## config.mk

```make
export PLATFORM = sky130hd
export DESIGN_NAME = hazard_controller
export DESIGN_NICKNAME = d
export VERILOG_FILES = /design/src/rtl/hazard_controller.sv
export SDC_FILE = /design/constraint.sdc
export NUM_CORES = 1
export LEC_CHECK = 0
export ABC_AREA = 0
export BUFFER_PORTS_ARGS = -buffer_cell sky130_fd_sc_hd__buf_2
export CAP_MARGIN = 0
export CORE_ASPECT_RATIO = 0.6
export CORE_MARGIN = 2
export CORE_UTILIZATION = 35
export CTS_BUF_LIST = sky130_fd_sc_hd__clkbuf_4
export DETAILED_ROUTE_END_ITERATION = 12
export PLACE_DENSITY = 0.57
export SETUP_SLACK_MARGIN = 0.15
export SYNTH_ARGS = -nofsm -noshare
export SYNTH_HDL_FRONTEND = slang
export SYNTH_SLANG_ARGS = --single-unit
```

## constraint.sdc

```tcl
create_clock -name CLK -period 1.85 [get_ports CLK]
set_input_delay 0.185 -clock CLK [delete_from_list [all_inputs] [get_ports CLK]]
set_output_delay 0.185 -clock CLK [all_outputs]
set_load 0.02 [all_outputs]
```

## src/rtl/hazard_controller.sv

```systemverilog
// OTTER hazard controller: RAW stalls, branch flushes, EX forwarding selects.
// Optional macro OTTER_FORWARD_EN: enables EX/MEM forwarding (load-use stalls only).
module hazard_controller #(
  parameter int FLUSH_CYCLES = 2,
  parameter int CNT_W        = 16
) (
  input  logic             CLK,
  input  logic             RST_N,
  input  logic             DE_VALID,
  input  logic [4:0]       DE_RS1_ADDR,
  input  logic [4:0]       DE_RS2_ADDR,
  input  logic             DE_RS1_USED,
  input  logic             DE_RS2_USED,
  input  logic [4:0]       DE_RD_ADDR,
  input  logic             DE_REG_WRITE,
  input  logic             DE_MEM_READ,
  input  logic             EX_BRANCH_TAKEN,
  output logic             STALL_IF,
  output logic             STALL_DE,
  output logic             FLUSH_IF_DE,
  output logic             BUBBLE_EX,
  output logic [1:0]       FWD_A_SEL,
  output logic [1:0]       FWD_B_SEL,
  output logic [CNT_W-1:0] STALL_CNT,
  output logic [1:0]       HAZ_STATE
);

  localparam int FW =
    (FLUSH_CYCLES > 2) ? $clog2(FLUSH_CYCLES - 1) : 1;
  localparam logic [FW-1:0] F_RELOAD =
    (FLUSH_CYCLES > 1) ? FW'(FLUSH_CYCLES - 2) : '0;
  localparam bit MULTI_FLUSH = (FLUSH_CYCLES > 1);

  typedef enum logic [1:0] {
    RUN   = 2'b00,
    STALL = 2'b01,
    FLUSH = 2'b10
  } state_t;

  state_t        state, state_nx;
  logic [FW-1:0] fcnt, fcnt_nx;

  // WB is bypassed by the regfile, so only EX and MEM are stored.
  logic       ex_v, ex_ld, mem_v;
  logic [4:0] ex_rd, mem_rd;

  logic rs1_on, rs2_on;
  logic ex_m1, ex_m2, mem_m1, mem_m2;
  logic haz, flush;
  logic ex_load_vis;

  assign rs1_on = DE_VALID & DE_RS1_USED & (DE_RS1_ADDR != 5'd0);
  assign rs2_on = DE_VALID & DE_RS2_USED & (DE_RS2_ADDR != 5'd0);

  assign ex_m1  = rs1_on & ex_v  & (ex_rd  == DE_RS1_ADDR);
  assign ex_m2  = rs2_on & ex_v  & (ex_rd  == DE_RS2_ADDR);
  assign mem_m1 = rs1_on & mem_v & (mem_rd == DE_RS1_ADDR);
  assign mem_m2 = rs2_on & mem_v & (mem_rd == DE_RS2_ADDR);

`ifdef OTTER_FORWARD_EN
  assign haz = (ex_m1 | ex_m2) & ex_ld;
  assign ex_load_vis = 1'b0;
`else
  assign haz = ex_m1 | ex_m2 | mem_m1 | mem_m2;
  assign ex_load_vis = ex_ld;
`endif

  logic unused_ld;
  assign unused_ld = ex_load_vis;

  assign flush = EX_BRANCH_TAKEN | (state == FLUSH);

  // Control outputs; reset forces the front end to flush.
  assign FLUSH_IF_DE = ~RST_N | flush;
  assign BUBBLE_EX   = ~RST_N | flush | haz;
  assign STALL_IF    = RST_N & ~flush & haz;
  assign STALL_DE    = RST_N & ~flush & haz;
  assign HAZ_STATE   = state;

  // Next-state logic for the RUN/STALL/FLUSH sequencer.
  always_comb begin
    state_nx = state;
    fcnt_nx  = fcnt;
    unique case (state)
      RUN, STALL: begin
        if (EX_BRANCH_TAKEN) begin
          state_nx = MULTI_FLUSH ? FLUSH : RUN;
          fcnt_nx  = F_RELOAD;
        end else if (haz) begin
          state_nx = STALL;
        end else begin
          state_nx = RUN;
        end
      end
      FLUSH: begin
        if (EX_BRANCH_TAKEN) begin
          fcnt_nx = F_RELOAD;
        end else if (fcnt == '0) begin
          state_nx = RUN;
        end else begin
          fcnt_nx = fcnt - 1'b1;
        end
      end
      default: begin
        state_nx = RUN;
        fcnt_nx  = '0;
      end
    endcase
  end

  // Sequencer state register.
  always_ff @(posedge CLK or negedge RST_N) begin
    if (!RST_N) begin
      state <= RUN;
      fcnt  <= '0;
    end else begin
      state <= state_nx;
      fcnt  <= fcnt_nx;
    end
  end

  // Scoreboard shift: DE enters EX unless bubbled, EX moves to MEM.
  always_ff @(posedge CLK or negedge RST_N) begin
    if (!RST_N) begin
      ex_v   <= 1'b0;
      ex_rd  <= 5'd0;
      ex_ld  <= 1'b0;
      mem_v  <= 1'b0;
      mem_rd <= 5'd0;
    end else begin
      mem_v  <= ex_v;
      mem_rd <= ex_rd;
      ex_v   <= DE_VALID & DE_REG_WRITE
              & (DE_RD_ADDR != 5'd0) & ~BUBBLE_EX;
      ex_rd  <= DE_RD_ADDR;
      ex_ld  <= DE_MEM_READ;
    end
  end

  // Saturating count of cycles lost to RAW stalls.
  always_ff @(posedge CLK or negedge RST_N) begin
    if (!RST_N) begin
      STALL_CNT <= '0;
    end else if (haz && !flush && (STALL_CNT != '1)) begin
      STALL_CNT <= STALL_CNT + 1'b1;
    end
  end

`ifdef OTTER_FORWARD_EN
  logic [1:0] sel_a, sel_b;

  always_comb begin
    sel_a = 2'b00;
    sel_b = 2'b00;
    unique case (1'b1)
      ex_m1:   sel_a = 2'b01;
      mem_m1:  sel_a = 2'b10;
      default: sel_a = 2'b00;
    endcase
    unique case (1'b1)
      ex_m2:   sel_b = 2'b01;
      mem_m2:  sel_b = 2'b10;
      default: sel_b = 2'b00;
    endcase
  end

  // Selects follow the instruction entering EX; hold while DE stalls.
  always_ff @(posedge CLK or negedge RST_N) begin
    if (!RST_N) begin
      FWD_A_SEL <= 2'b00;
      FWD_B_SEL <= 2'b00;
    end else if (!STALL_DE) begin
      FWD_A_SEL <= BUBBLE_EX ? 2'b00 : sel_a;
      FWD_B_SEL <= BUBBLE_EX ? 2'b00 : sel_b;
    end
  end
`else
  assign FWD_A_SEL = 2'b00;
  assign FWD_B_SEL = 2'b00;
`endif

endmodule
```

### Yosys cells after proc, flatten, opt, wreduce, memory -nomap -nowiden

Cells that the tools add are included.

* flip-flop bits (word level): 31
* input port bits: 23
* output and inout port bits: 26
* logic and storage cells: 63

* add/sub/neg operators: 2
* eq/ne operators: 10
* mux-type cells: 9
* bitwise gates (word level): 26
* reduce and logical (&&, ||, !) cells: 9

Operator list (count)
* equality test 5 bit: 4
* AND 1 bit: 17
* adder 16 x 1 -> 16 bit (second input constant): 1
* inequality test 16 bit (second input constant): 1
* nonzero test 5 bit: 3
* 2-to-1 mux 2 bit: 3
* inequality test 2 bit (second input constant): 3
* bitwise OR 1 bit: 6
* 2-to-1 mux 1 bit: 4
* case mux 2 bit (2 select lines): 1
* inverter 1 bit: 3
* equality test 2 x 1 -> 1 bit (second input constant): 1
* equality test 2 bit (second input constant): 1
* logical AND 1 bit: 2
* logical NOT 2 bit: 1
* case mux 1 bit (2 select lines): 1
* AND reduction 2 bit: 1
* OR reduction 2 bit: 1
* logical NOT 1 bit: 1
* subtractor 1 bit (second input constant): 1

### Longest topological paths before layout

Gate-level depths: netlist (run 1).

* depth in word-level cells: 10
* mapped depth: 10
* depth with buffers taken out: 8

### Worst setup path after synthesis (run 1)

OpenSTA, ideal clock, no wires.

* path type: register to register
* start point: register STALL_CNT[0]
* end point: register STALL_CNT[15]
* library setup time: 0.130 ns
* arrival: 2.028 ns
* required time: 1.720 ns
* path slack: -0.308 ns
* cell stages (with the launch flop): 11
* path buffers: 2
* clock period less this slack: 2.158 ns
* path through: dfrtp_1 -> ha_1 -> and3_1 -> and3_1 -> buf_2 -> nand3_1 -> o21ai_0 -> a21oi_2 -> buf_6 -> nand4_4 -> xnor2_2

* cells in the longest elaborated chain, start to end: 2
* elaborated cells between the ends (all ways): 3
* those cells by class: 1 x add/sub; 1 x eq/ne; 1 x reduce/logical

RTL lines
* from (decl): line 24 `output logic [CNT_W-1:0] STALL_CNT,`
* from (signal assigned): line 145 `STALL_CNT <= STALL_CNT + 1'b1;`
* parallel branches: the longest is 2 deep, another holds adder 16 x 1 -> 16 bit

Several ways; the timed one is not identified.
A chain may end at the register's enable or synchronous reset.

### Worst setup path after layout (run 1)

* start point: register ex_rd[1]
* end point: output STALL_DE

* cells in the longest elaborated chain, start to end: 6
* elaborated cells between the ends (all ways): 8
* those cells by class: 2 x eq/ne; 6 x bitwise

RTL lines
* from (decl): line 45 `logic [4:0] ex_rd, mem_rd;`
* from (signal assigned): line 126 `ex_rd <= 5'd0;`
* from (signal assigned): line 135 `ex_rd <= DE_RD_ADDR;`
* equality test 5 bit, on equally long branches: line 55, 56
* AND 1 bit, on equally long branches: line 55, 56
* bitwise OR 1 bit (*) (3 in a row): line 64 `assign haz = ex_m1 | ex_m2 | mem_m1 | mem_m2;`
* AND 1 bit (*): line 77 `assign STALL_DE = RST_N & ~flush & haz;`
* to (decl): line 19 `output logic STALL_DE,`

Mark *: on every way between the ends. The rest lies on a longest branch, timed or not.

==> impl_metrics.json, run 1 <==
{
  "synth_compound_area_share_pct": 4.74,
  "htreeDepth": 2,
  "rows": 18,
  "grt_pass1_vias": 1201,
  "hp-class": "in -> reg",
  "p_per_area_nw_per_um2": 579,
  "setup-violations-final": 19,
  "final_nets": 239,
  "timing.final.crit_period_ns": 2.10,
  "max_cap_violations": 0,
  "synth-simple-area-share_pct": 18.9,
  "r2r-end": "STALL_CNT[1]$_DFFE_PN0P_",
  "ys_seq_area_share_pct": 49.9,
  "antenna_left": 0,
  "synth_mux_area_share_pct": 0.748,
  "outcome": "finished, violations left",
  "crit_path_top_delay_cell": "dfrtp_1",
  "cts_buffers": 5,
  "core_area_um2": 4120,
  "crit_chain": "xnor2_1, nand3_1, nor4_2, o21ai_2, and2_4, buf_12, nor2_4, buf_4",
  "max_freq_mhz": 476,
  "cp.required_ns": 1.66,
  "startpoint_type": "flop",
  "first_pass_iters": 4,
  "leakagePower_nw": 1.17,
  "p_sw_uw": 339,
  "slowest_delay_ns": 0.45,
  "synth_cell_types": 32,
  "critPathKind": "reg -> out",
  "grt_max_degree": 29,
  "synth_xor_area_share_pct": 20.9,
  "syn_avg_cell_area_um2": 11.6,
  "synth-seq-cells": 30,
  "finalNonFillerCells": 276,
  "hold_viol": 0,
  "finClkSkew_ns": 0.00560,
  "tritoncts": "done",
  "area_delta_synth_final_pct": 57.0,
  "hold-path-cell-count": 2,
  "synthAdderAreaFrac_pct": 0.831,
  "fin_ws_ns": -0.251,
  "overflow": 0,
  "gp_congestion": 0.891,
  "arrival_ns": 1.92,
  "top_usage_layer": "met2",
  "rsz0062_at_grt": "true",
  "pwr-share-seq_pct": 50.0,
  "internal_power_mw": 1.03,
  "ir_drop_uv": 330,
  "initial_core_util_pct": 36.5,
  "r2r_slack_ns": -0.13,
  "hold_path_end": "HAZ_STATE[0]$_DFFE_PN0P_",
  "total_power_mw": 1.37,
  "clk_path_buf_depth": 2,
  "clockRootBuffer": "clkbuf_4",
  "power_frac_comb_pct": 12.3,
  "wirelength_um": 4120,
  "antenna_cells": 0,
  "use_met2_pct": 25.2,
  "grtUsageMet3_pct": 4.68,
  "clkSlewWorstSetupHoldPaths_ns": 0.10,
  "synth_warnings": 0,
  "syn_inst": 130,
  "die_area_um2": 4860,
  "drt_iter0_drc": 33,
  "end_kind": "output pin",
  "io_pins": 49,
  "p_clk_share_pct": 37.7,
  "hp-start": "EX_BRANCH_TAKEN",
  "final_layout_size_suffix_gt1_share_pct": 55.1,
  "clkSinkCount": 30,
  "die_y_um": 54.8,
  "setup-tns-final_ns": -2.23,
  "swShare_pct": 24.8,
  "final_cell_area_um2": 2360,
  "reg2reg_depth": 8,
  "dpl_cell_area_um2": 2010,
  "clk_latency_ns": 0.32,
  "track_usage_pct": 17.6,
  "die_w_um": 88.7,
  "cp_max_fo": 3,
  "met1_usage_pct": 24.8,
  "port_buffers": 43,
  "violations": "negative setup slack",
  "wire_per_inst_um": 14.9,
  "hpwl_um": 3050,
  "synth_top_family_by_area": "XOR/XNOR gates",
  "slew_viol_final": 0,
  "syn_area_um2": 1510,
  "dp_cells": 255,
  "reg2reg_from": "ex_rd[1]$_DFF_PN0_",
  "drc": 0,
  "period_share_pct": 114,
  "vias_per_cell": 4.62,
  "fin_hold_ws_ns": 0.0341,
  "num_vias": 1274,
  "antenna_found_initial": 0,
  "grt_pass1_wl_um": 5980
}
worst max-delay path by stage:
stage / from / end / cells past startpoint
floorplan: STALL_CNT[0]$_DFFE_PN0P_ / STALL_CNT[15]$_DFFE_PN0P_ / 10
global placement: ex_rd[4]$_DFF_PN0_ / STALL_CNT[1]$_DFFE_PN0P_ / 7
detailed placement: DE_RS1_ADDR[1] / STALL_CNT[1]$_DFFE_PN0P_ / 9
CTS: ex_rd[2]$_DFF_PN0_ / STALL_DE / 9
global route: ex_rd[1]$_DFF_PN0_ / STALL_DE / 8
finish: ex_rd[1]$_DFF_PN0_ / STALL_DE / 8
metal layers:
layer  vias up  wire length [µm]  share of wire [%]
li1        611                 -                  -
met1       614              2030                 49
met2        45              1840                 45
met3         4               225                5.5
met4         0                27               0.65
met5         -                 0                  0
worst max-delay path: cells and delay by family (launching register included):
kind | cells | cell delay, ns
AOI/OAI and AO/OA | 1 | 0.11
xor gates and xnor gates | 1 | 0.21
buffers and inverters | 2 | 0.26
DFF | 1 | 0.45
and+or+nand+nor | 4 | 0.57
registers in the layout, summed over array words and instances, names as in the netlist:
signal,flops
mem_rd,5
HAZ_STATE,2
mem_v,1
ex_v,1
ex_rd,5
STALL_CNT,16
synth_stat cells:
master | n | area (µm²)
a21boi_0 | 1 | 7.51
a21oi_1 | 1 | 5.00
a21oi_2 | 1 | 8.76
and2_1 | 2 | 12.5
and3_1 | 6 | 37.5
and4_1 | 1 | 8.76
buf_2 | 1 | 5.00
buf_4 | 5 | 37.5
buf_6 | 1 | 11.3
conb_1 | 1 | 3.75
dfrtp_1 | 30 | 751
ha_1 | 1 | 12.5
inv_1 | 1 | 3.75
mux2_2 | 1 | 11.3
nand2_1 | 6 | 22.5
nand2b_1 | 1 | 6.26
nand3_1 | 8 | 40.0
nand3_2 | 4 | 40.0
nand4_1 | 4 | 25.0
nand4_4 | 1 | 21.3
nor2_1 | 3 | 11.3
nor2b_1 | 1 | 6.26
nor3_1 | 1 | 5.00
nor4_1 | 4 | 25.0
o211ai_1 | 2 | 15.0
o211ai_2 | 1 | 12.5
o21ai_0 | 1 | 5.00
o21ai_2 | 2 | 17.5
or4_1 | 3 | 22.5
xnor2_1 | 24 | 210
xnor2_2 | 1 | 16.3
xor2_1 | 10 | 87.6
placed cells by master, fill, tap and decap left out, drive strengths merged:
cell type     n
and3          6
nor2b         1
xnor2        25
and4          1
buf          76
nor2          3
o21ai         3
conb          4
dlygate4sd3   6
a21boi        1
ha            1
xor2         10
nand3        12
mux2          1
nor3          1
o211ai        3
clkbuf        5
nand2         6
nor4          4
and2          2
a21oi         2
nand2b        1
inv           1
bufinv        1
nand4         5
clkinv        2
dfrtp        30
or4           3
cell families (layout without fill, tap and decap cells):
family / Yosys count / after routing
other cells: 1 / 4
mux: 1 / 1
buf+inv: 8 / 91
fa+ha+maj: 1 / 1
xor+xnor: 35 / 35
compound gates: 9 / 9
simple gates: 45 / 45
flops: 30 / 30
final cells by class:
cell class | count | area, µm²
fillers | 371 | 1760
clock buffers | 5 | 37.5
flip-flops and latches | 30 | 753
well taps | 60 | 75.1
multi-input cells | 95 | 873
inverters | 1 | 3.75
clock inverters | 3 | 40.0
repair buffers | 82 | 581
power by group through the flow:
stage	combinational [mW]	clock, mW	sequential (mW)
after floorplan	0.0622	0	0.695
after global placement	0.129	0	0.697
after detailed placement	0.135	0	0.697
after CTS	0.160	0.534	0.684
after global routing	0.183	0.555	0.687
final	0.168	0.516	0.685
through the flow:
step | setup WS [ns] | util (%)
2_1_floorplan | -0.185 | -
3_3_place_gp | -0.148 | 48.7
3_5_place_dp | -0.189 | 48.7
4_1_cts | -0.252 | 54.9
5_1_grt | -0.338 | 57.3
6_report | -0.251 | 57.3
what timing repair did:
| item | CTS | global route |
|---|---|---|
| setup buffers | 4 | 2 |
| hold buffers | 6 | 0 |
| resized for setup | 18 | 17 |
| gates cloned | 1 | 0 |
| endpoints found under the setup margin | 21 | 20 |
| endpoints found under the hold margin | 35 | 0 |
| pin swaps | 11 | 12 |
Note: power is estimated with default switching activity, not from simulation.
==> inputs of run 2 (changes only) <==
==> constraint.sdc (replaced) <==
create_clock -name CLK -period 1.85 [get_ports CLK]
set_input_delay 0 -clock CLK [delete_from_list [all_inputs] [get_ports CLK]]
set_output_delay 0 -clock CLK [all_outputs]
set_load 0.02 [all_outputs]
==> run 2 against run 1 <==
The run now ends clean. Die area did not move. Count of clock-buffer cells in the layout increased by 1. Final area decreased by 7.1%. Hold slack better by 0.050 ns. Routed wire length shrank 10%. Via count decreased by 3.2%. Global-route usage shrank 1.1 points.
==> impl_metrics.json, run 2 (same netlist as run 1, synthesis figures left out) <==
{
  "outcome": "finished, final reports clean",
  "timing.final.crit_period_ns": 1.84,
  "antenna_cells": 0,
  "overflow": 0,
  "layout_commonest_cell": "buf_2",
  "cp.required_ns": 2.08,
  "startpoint_type": "flop",
  "gp_congestion": 0.850,
  "first_pass_iters": 4,
  "final_layout_size_suffix_gt1_share_pct": 48.1,
  "cts_buffers": 5,
  "cp_max_fo": 15,
  "antenna_left": 0,
  "grt_pass1_vias": 1172,
  "grt_pass1_wl_um": 5800,
  "clockRootBuffer": "clkbuf_4",
  "max_cap_violations": 0,
  "track_usage_pct": 16.4,
  "p_sw_uw": 321,
  "finClkSkew_ns": 0.0167,
  "antenna_found_initial": 0,
  "drt_iter0_drc": 125,
  "die_y_um": 54.8,
  "swShare_pct": 26.3,
  "vias_per_cell": 4.60,
  "die_area_um2": 4860,
  "grt_max_degree": 17,
  "clk_latency_ns": 0.33,
  "largestRegisters": "STALL_CNT x16, ex_rd x5, mem_rd x5",
  "port_buffers": 43,
  "initial_core_util_pct": 36.5,
  "largest_reg_flops": 16,
  "power_frac_comb_pct": 12.9,
  "clkSlewWorstSetupHoldPaths_ns": 0.10,
  "end_kind": "flop",
  "wire_per_inst_um": 13.8,
  "tritoncts": "done",
  "pwr-share-seq_pct": 55.8,
  "num_vias": 1233,
  "final_cell_mix": "buf_2 (40), dfrtp_1 (28), xnor2_1 (23), buf_4 (20)",
  "utilization_pct": 53.3,
  "io_pins": 49,
  "regMostFlops": "STALL_CNT",
  "setup-tns-final_ns": 0,
  "htreeDepth": 2,
  "final_nets": 231,
  "total_power_mw": 1.22,
  "ir_drop_uv": 385,
  "period_share_pct": 99.6,
  "clkSinkCount": 30,
  "p_per_area_nw_per_um2": 557,
  "clk_path_buf_depth": 2,
  "hold_viol": 0,
  "wirelength_um": 3710,
  "drc": 0,
  "hpwl_um": 2770,
  "reg2reg_depth": 10,
  "max_freq_mhz": 543,
  "r2r_slack_ns": 0.008,
  "arrival_ns": 2.07,
  "dp_slack_ns": -0.0640,
  "rsz0062_at_grt": "true",
  "area_delta_synth_final_pct": 45.9,
  "setup-violations-final": 0,
  "fin_hold_ws_ns": 0.0844,
  "slew_viol_final": 0,
  "leakagePower_nw": 1.03,
  "hp-class": "in -> async",
  "die_w_um": 88.7,
  "rows": 18,
  "fin_ws_ns": 0.00825,
  "p_clk_share_pct": 31.2,
  "core_area_um2": 4120,
  "critPathKind": "reg -> reg",
  "internal_power_uw": 901
}
[run 2: cell types whose count changed in the layout (fill, tap and decap cells not counted), moves of 3 or more]
cell	delta
buf_4	-6
nand2_4	-3
dlygate4sd3_1	+3
xnor2_1	+3
xnor2_2	-3
nand2_1	+3
buf_6	-4
[run 2: timing repair]
action,in CTS,in global routing
endpoints found under the hold margin,38,0
setup buffers,1,2
pin swaps,2,2
gates resized for setup,17,1
hold buffers,9,0
setup endpoints to repair,19,19
[run 2: layout make-up]
cell class | instances | area (µm²)
sequential | 30 | 753
clock buffer | 6 | 45.0
timing repair buffer | 74 | 505
inverter | 1 | 3.75
fill | 367 | 1930
tap | 60 | 75.1
clock inverter | 2 | 8.76
multi-input combinational | 95 | 805
[run 2: power groups by stage]
stage / clock network, mW / logic, mW / registers (mW)
2_1_floorplan: 0 / 0.0618 / 0.695
3_3_place_gp: 0 / 0.126 / 0.694
3_5_place_dp: 0 / 0.129 / 0.695
4_1_cts: 0.397 / 0.155 / 0.682
5_1_grt: 0.432 / 0.173 / 0.684
6_report: 0.382 / 0.158 / 0.682
[run 2: final timing paths]
check | start | end
max reg2reg | STALL_CNT[1]$_DFFE_PN0P_ | STALL_CNT[2]$_DFFE_PN0P_
min in group CLK | DE_RD_ADDR[0] | ex_rd[0]$_DFF_PN0_
min reg2reg | ex_v$_DFF_PN0_ | mem_v$_DFF_PN0_
max in group asynchronous | RST_N | mem_rd[0]$_DFF_PN0_
max | STALL_CNT[1]$_DFFE_PN0P_ | STALL_CNT[2]$_DFFE_PN0P_
min | RST_N | STALL_CNT[14]$_DFFE_PN0P_
[run 2: critical path: stages (launching register included)]
cell	delay [ns]
dfrtp_2	0.44
ha_4	0.17
and3_4	0.17
and3_4	0.18
nand3_2	0.08
o21ai_2	0.07
a21oi_2	0.16
buf_12	0.17
buf_4	0.13
nand2_2	0.06
xnor2_2	0.12
[run 2: metrics by stage]
step	cells	area (µm²)
final	268	2200
after global routing	268	2200
after global placement	248	1950
after CTS	266	2170
after detailed placement	248	1950
after floorplan	133	1560
[run 2: metal layers]
layer  track usage [%]  share of wire (%)
met5                 0                  0
met2              23.0                 47
met3              4.68                4.0
met1              23.9                 49
met4              6.31               0.51
